**src/rtl/wallace_unsigned_multiplier_cla_4.sv**
```systemverilog
// wallace_unsigned_multiplier_cla_4
// 4x4 unsigned multiplier with a registered 8-bit product.
//
// Datapath:
//   - 16 AND-gate partial products.
//   - Wallace tree of full adders that reduces them to two rows.
//   - 8-bit carry-lookahead adder made of two 4-bit lookahead blocks.
//     The lower block's group generate/propagate (G,P) supplies the
//     carry into the upper block.
//
// Optional build macro WALLACE_MUL_IN_REG_EN:
//   - Defined: A and B are registered before the core, so latency is 2 cycles.
//   - Undefined (default): latency is 1 cycle.
//   Throughput is one product per cycle in both builds.
//
// There is no handshake. Operands are sampled on every rising clk edge
// while rst_n is high, and product is valid one latency after sampling.
module wallace_unsigned_multiplier_cla_4 (
    input  logic       clk,
    input  logic       rst_n,
    input  logic [3:0] A,
    input  logic [3:0] B,
    output logic [7:0] product
);

    // Full adder. Returns {carry, sum}.
    function automatic logic [1:0] fa(input logic x, input logic y, input logic z);
        return {(x & y) | (x & z) | (y & z), x ^ y ^ z};
    endfunction

    // 4-bit lookahead sum. Every carry is expanded from g/p and cin, with no ripple.
    function automatic logic [3:0] cla4_sum(input logic [3:0] a, input logic [3:0] b,
                                            input logic cin);
        logic [3:0] g;
        logic [3:0] p;
        logic       c1;
        logic       c2;
        logic       c3;
        g  = a & b;
        p  = a ^ b;
        c1 = g[0] | (p[0] & cin);
        c2 = g[1] | (p[1] & g[0]) | (p[1] & p[0] & cin);
        c3 = g[2] | (p[2] & g[1]) | (p[2] & p[1] & g[0]) | (p[2] & p[1] & p[0] & cin);
        return p ^ {c3, c2, c1, cin};
    endfunction

    // Group {generate, propagate} of a 4-bit block.
    function automatic logic [1:0] cla4_gp(input logic [3:0] a, input logic [3:0] b);
        logic [3:0] g;
        logic [3:0] p;
        g = a & b;
        p = a ^ b;
        return {g[3] | (p[3] & g[2]) | (p[3] & p[2] & g[1]) | (p[3] & p[2] & p[1] & g[0]),
                &p};
    endfunction

    logic [3:0] op_a;
    logic [3:0] op_b;

`ifdef WALLACE_MUL_IN_REG_EN
    logic [3:0] a_q;
    logic [3:0] b_q;
    logic [3:0] a_d;
    logic [3:0] b_d;

    assign a_d = A;
    assign b_d = B;

    // Operand capture stage. Clears asynchronously with the product register.
    always_ff @(posedge clk or negedge rst_n) begin
        if (!rst_n) begin
            a_q <= 4'd0;
            b_q <= 4'd0;
        end else begin
            a_q <= a_d;
            b_q <= b_d;
        end
    end

    assign op_a = a_q;
    assign op_b = b_q;
`else
    assign op_a = A;
    assign op_b = B;
`endif

    // Partial products: pp[i][j] = A[j] & B[i], weight 2^(i+j).
    logic [3:0] pp [0:3];
    assign pp[0] = op_a & {4{op_b[0]}};
    assign pp[1] = op_a & {4{op_b[1]}};
    assign pp[2] = op_a & {4{op_b[2]}};
    assign pp[3] = op_a & {4{op_b[3]}};

    // Stage 1 reduces columns 2, 3 and 4.
    // Column 3 has four bits; pp[3][0] passes through to stage 2.
    logic [1:0] fa1_2;
    logic [1:0] fa1_3;
    logic [1:0] fa1_4;
    assign fa1_2 = fa(pp[0][2], pp[1][1], pp[2][0]);
    assign fa1_3 = fa(pp[0][3], pp[1][2], pp[2][1]);
    assign fa1_4 = fa(pp[1][3], pp[2][2], pp[3][1]);

    // Stage 2 reduces column 3 (passthrough + sum + carry from column 2)
    // and column 5 (two partial products + carry from column 4).
    logic [1:0] fa2_3;
    logic [1:0] fa2_5;
    assign fa2_3 = fa(pp[3][0], fa1_3[0], fa1_2[1]);
    assign fa2_5 = fa(pp[2][3], pp[3][2], fa1_4[1]);

    // Stage 3: column 4 now holds its stage-1 sum plus carries from stages 1 and 2.
    logic [1:0] fa3_4;
    assign fa3_4 = fa(fa1_4[0], fa1_3[1], fa2_3[1]);

    // Two reduced rows. Every column now holds at most two bits.
    logic [7:0] row_a;
    logic [7:0] row_b;
    assign row_a = {1'b0, pp[3][3], fa2_5[0], fa3_4[0], fa2_3[0], fa1_2[0], pp[0][1], pp[0][0]};
    assign row_b = {1'b0, fa2_5[1], fa3_4[1], 3'b000, pp[1][0], 1'b0};

    // Final CLA. The carry out of bit 7 is always 0, so it is not formed.
    logic       cin0;
    logic [1:0] gp_lo;
    logic       c4;
    logic [3:0] sum_lo;
    logic [3:0] sum_hi;
    logic [7:0] product_d;
    logic [7:0] product_q;

    assign cin0      = 1'b0;
    assign gp_lo     = cla4_gp(row_a[3:0], row_b[3:0]);
    assign c4        = gp_lo[1] | (gp_lo[0] & cin0);
    assign sum_lo    = cla4_sum(row_a[3:0], row_b[3:0], cin0);
    assign sum_hi    = cla4_sum(row_a[7:4], row_b[7:4], c4);
    assign product_d = {sum_hi, sum_lo};

    // Product register. Asynchronous clear keeps unknown operands off the output during reset.
    always_ff @(posedge clk or negedge rst_n) begin
        if (!rst_n) begin
            product_q <= 8'd0;
        end else begin
            product_q <= product_d;
        end
    end

    assign product = product_q;

endmodule

```
**config.mk**
```make
export PLATFORM = sky130hd
export DESIGN_NAME = wallace_unsigned_multiplier_cla_4
export DESIGN_NICKNAME = d
export VERILOG_FILES = /design/src/rtl/wallace_unsigned_multiplier_cla_4.sv
export SDC_FILE = /design/constraint.sdc
export NUM_CORES = 1
export LEC_CHECK = 0
export CAP_MARGIN = 20
export CORE_MARGIN = 5
export CORE_UTILIZATION = 40
export DETAILED_ROUTE_END_ITERATION = 7
export MAX_ROUTING_LAYER = met4
export PLACE_DENSITY = 0.79
export SYNTH_ARGS = -nofsm -noshare
export SYNTH_HDL_FRONTEND = slang
export SYNTH_SLANG_ARGS = --single-unit
```
**constraint.sdc**
```tcl
create_clock -name clk -period 0.8 [get_ports clk]
set_input_delay 0.12 -clock clk [delete_from_list [all_inputs] [get_ports clk]]
set_output_delay 0.12 -clock clk [all_outputs]
set_load 0.01 [all_outputs]
```
==> impl_metrics.ini <==
[worst_setup_path]
required_ns = 0.98
cpMostUsedCell = sky130_fd_sc_hd__fa_2
critical_path_buf_inv_count = 1
critical_path.startpoint_type = primary input
timing.setup.critical_path_class = in -> reg
path_max_fanout = 3
end_kind = register
cpPeakStageDelay_ns = 0.52
worst-endpoint-arrival_ns = 2.27
crit_path_top_delay_cell = sky130_fd_sc_hd__fa_1
worstPathCellList = buf_6 > and2_4 > fa_1 > fa_2 > fa_2 > ha_4 > a31o_1 > xor2_1
path_delay_family = adder cells

[pwr]
vdd_ir_drop_max_mv = 0.6183
power.net_switching_uw = 407.3
sw_frac_of_total = 0.2989
clock_power_share = 0.225
leakagePower_nw = 0.4368
power.share.sequential = 0.362
power_frac_comb = 0.413
power_report.internal_total_uw = 955.5
total_power_per_unit_cell_area_mw_per_mm2 = 1628

[placed_design]
cell_area_placed_um2 = 827.0
placement.setup.worst_slack_ns = -1.976
gp_routability_congestion = 0.7032
port_buffers = 17
post-dp-hpwl_um = 974.8

[global_route]
grt_max_degree = 9
antenna_found_initial = 0
wire_length_of_the_first_global_routing_pass_um = 2021
grt.overflow.total = 0
via_count_of_the_first_global_routing_pass = 493
grtUsageTotal = 0.1470

[layout]
post_route_cells_drive_above_1_share = 0.5270
final_nets = 97
design_area_um2 = 837.1
largest_reg_flops = 8
area.growth.synth_to_final_pct = 56.31
n_antenna_cell = 0
layout.core_utilization = 0.6514

[clock_network]
htree_levels = 1
tritoncts = yes
clock-root-buffer = sky130_fd_sc_hd__clkbuf_4
cts_buffer_depth = 2
clkTransAtPathRegs_ns = 0.05
cts_made_buffers = 3
cts-hold-fix-buffers = 0
cts_num_sinks = 8

[job]
max-cap-violations = 0

[route]
wl_per_cell_um = 13.97
drt-total-wl_um = 1243
routedLengthMet1_um = 374
drcViolationCount = 0
drt-vias-per-instance = 4.652
topRoutingLayerUsed = met4
first_iter_violations = 0
routed-wl-met3_um = 115
num_vias = 414
drt_first_pass_iters = 1
detail-route-antenna-nets = 0
met2WireLength_um = 708

[sta]
final.period_utilization = 2.616
worst_hold_slack_after_final_layout_ns = 0.1349
slew_headroom = 0.7693
max_freq_mhz = 477.9
unrepaired_setup_endpoints_after_global_routing = yes
hold_viol_final = 0
min_period_ns = 2.092
setup_viol = 14
maxSlewViolCount = 0
tightestPinTransition_ns = 0.3450
fin_tns_setup_ns = -6.403
setup_slack_ns = -1.292

[yosys]
post_synth_num_cell_types = 10
synthDominantAreaCellType = sky130_fd_sc_hd__dfrtp_1
synth_area_um2 = 535.5
synth.area.top_cells = sky130_fd_sc_hd__dfrtp_1 37%, sky130_fd_sc_hd__fa_1 22%, sky130_fd_sc_hd__and2_1 13%
yosysTopAreaCellShare = 0.3738
post_synth.cell_area_avg_um2 = 12.17
yosys_warnings = 0
postSynthNetCount = 65
ys_seq_area_frac = 0.3738
synth-seq-cells = 8
synthesis.instances = 44

[floorplanning]
dieArea_mm2 = 0.002171
die_height_um = 46.59
num_rows = 13
start_util = 0.4167
chipWidth_um = 46.59
core-area_mm2 = 0.001285
design.portCount = 18

[worst_hold_path]
min_path_type = in -> async

[outcome]
status = complete, but fails checks
violations = negative setup slack
==> cells in the mapped netlist <==
cell,instances
sky130_fd_sc_hd__inv_1,3
sky130_fd_sc_hd__dfrtp_1,8
sky130_fd_sc_hd__a31o_1,1
sky130_fd_sc_hd__and3_4,1
sky130_fd_sc_hd__fa_1,6
sky130_fd_sc_hd__ha_1,5
sky130_fd_sc_hd__xor2_1,3
sky130_fd_sc_hd__a21o_1,1
sky130_fd_sc_hd__nand2_1,5
sky130_fd_sc_hd__and2_1,11
==> cell families after synthesis <==
| kind of cell | after synthesis | share of synthesized area |
|---|---|---|
| xor gates and xnor gates | 3 | 0.04907 |
| AOI/OAI and AO/OA | 2 | 0.03038 |
| and+or+nand+nor | 17 | 0.1846 |
| DFF | 8 | 0.3738 |
| buffers and inverters | 3 | 0.02103 |
| adders and majority gates | 11 | 0.3411 |
==> routing by layer <==
metal,up-vias,GRT usage
met3,4,0.01563
met1,191,0.1277
met2,19,0.2802
li1,200,-
met4,0,0.1080
met5,-,-
==> area by class of cell <==
cell class	count	area, µm²
sequential	8	200.2
clock buffer	3	22.52
multi-input combinational	33	379.1
tap	15	18.77
timing repair buffer	27	205.2
fill	120	447.9
inverter	3	11.26
==> cell usage in the layout (no fill, tap or decap) <==
cell type / n
sky130_fd_sc_hd__a21o_1: 1
sky130_fd_sc_hd__fa_2: 3
sky130_fd_sc_hd__dfrtp_1: 8
sky130_fd_sc_hd__clkdlybuf4s50_1: 1
sky130_fd_sc_hd__ha_1: 2
sky130_fd_sc_hd__dlygate4sd2_1: 1
sky130_fd_sc_hd__ha_4: 3
sky130_fd_sc_hd__buf_2: 11
sky130_fd_sc_hd__a31o_1: 1
sky130_fd_sc_hd__fa_1: 3
sky130_fd_sc_hd__inv_1: 3
sky130_fd_sc_hd__clkbuf_4: 3
sky130_fd_sc_hd__buf_6: 7
sky130_fd_sc_hd__nand2_1: 5
sky130_fd_sc_hd__and2_1: 7
sky130_fd_sc_hd__xor2_1: 3
sky130_fd_sc_hd__and3_4: 1
sky130_fd_sc_hd__and2_4: 4
sky130_fd_sc_hd__buf_4: 7
==> power by group through the flow <==
stage	registers (mW)	clock network, mW	logic (mW)
after floorplan	0.546	0	0.209
after global placement	0.501	0	0.555
after detailed placement	0.506	0	0.588
after CTS	0.495	0.320	0.549
after global routing	0.499	0.329	0.628
final	0.493	0.307	0.563
==> through the flow <==
stage | std cells | total power, mW
global placement | 85 | 1.056
floorplan | 44 | 0.7549
detailed placement | 85 | 1.094
global route | 89 | 1.456
finish | 89 | 1.363
CTS | 89 | 1.364
==> worst max path at each step <==
stage,start,end,slack [ns],depth (start not counted)
final,B[0],product[6]$_DFF_PN0_,-1.29,8
after global routing,B[0],product[7]$_DFF_PN0_,-1.34,8
after CTS,B[0],product[7]$_DFF_PN0_,-1.27,8
after detailed placement,B[1],product[7]$_DFF_PN0_,-1.98,8
after global placement,B[1],product[7]$_DFF_PN0_,-1.92,8
after floorplan,B[2],product[7]$_DFF_PN0_,-1.40,7
==> repair_timing <==
item	CTS	global route
setup buffers	1	0
gates resized for setup	71	2
endpoints found under the setup margin	15	14
pin swaps	9	2
endpoints found under the hold margin	0	0
Note: power is estimated with default switching activity, not from simulation.
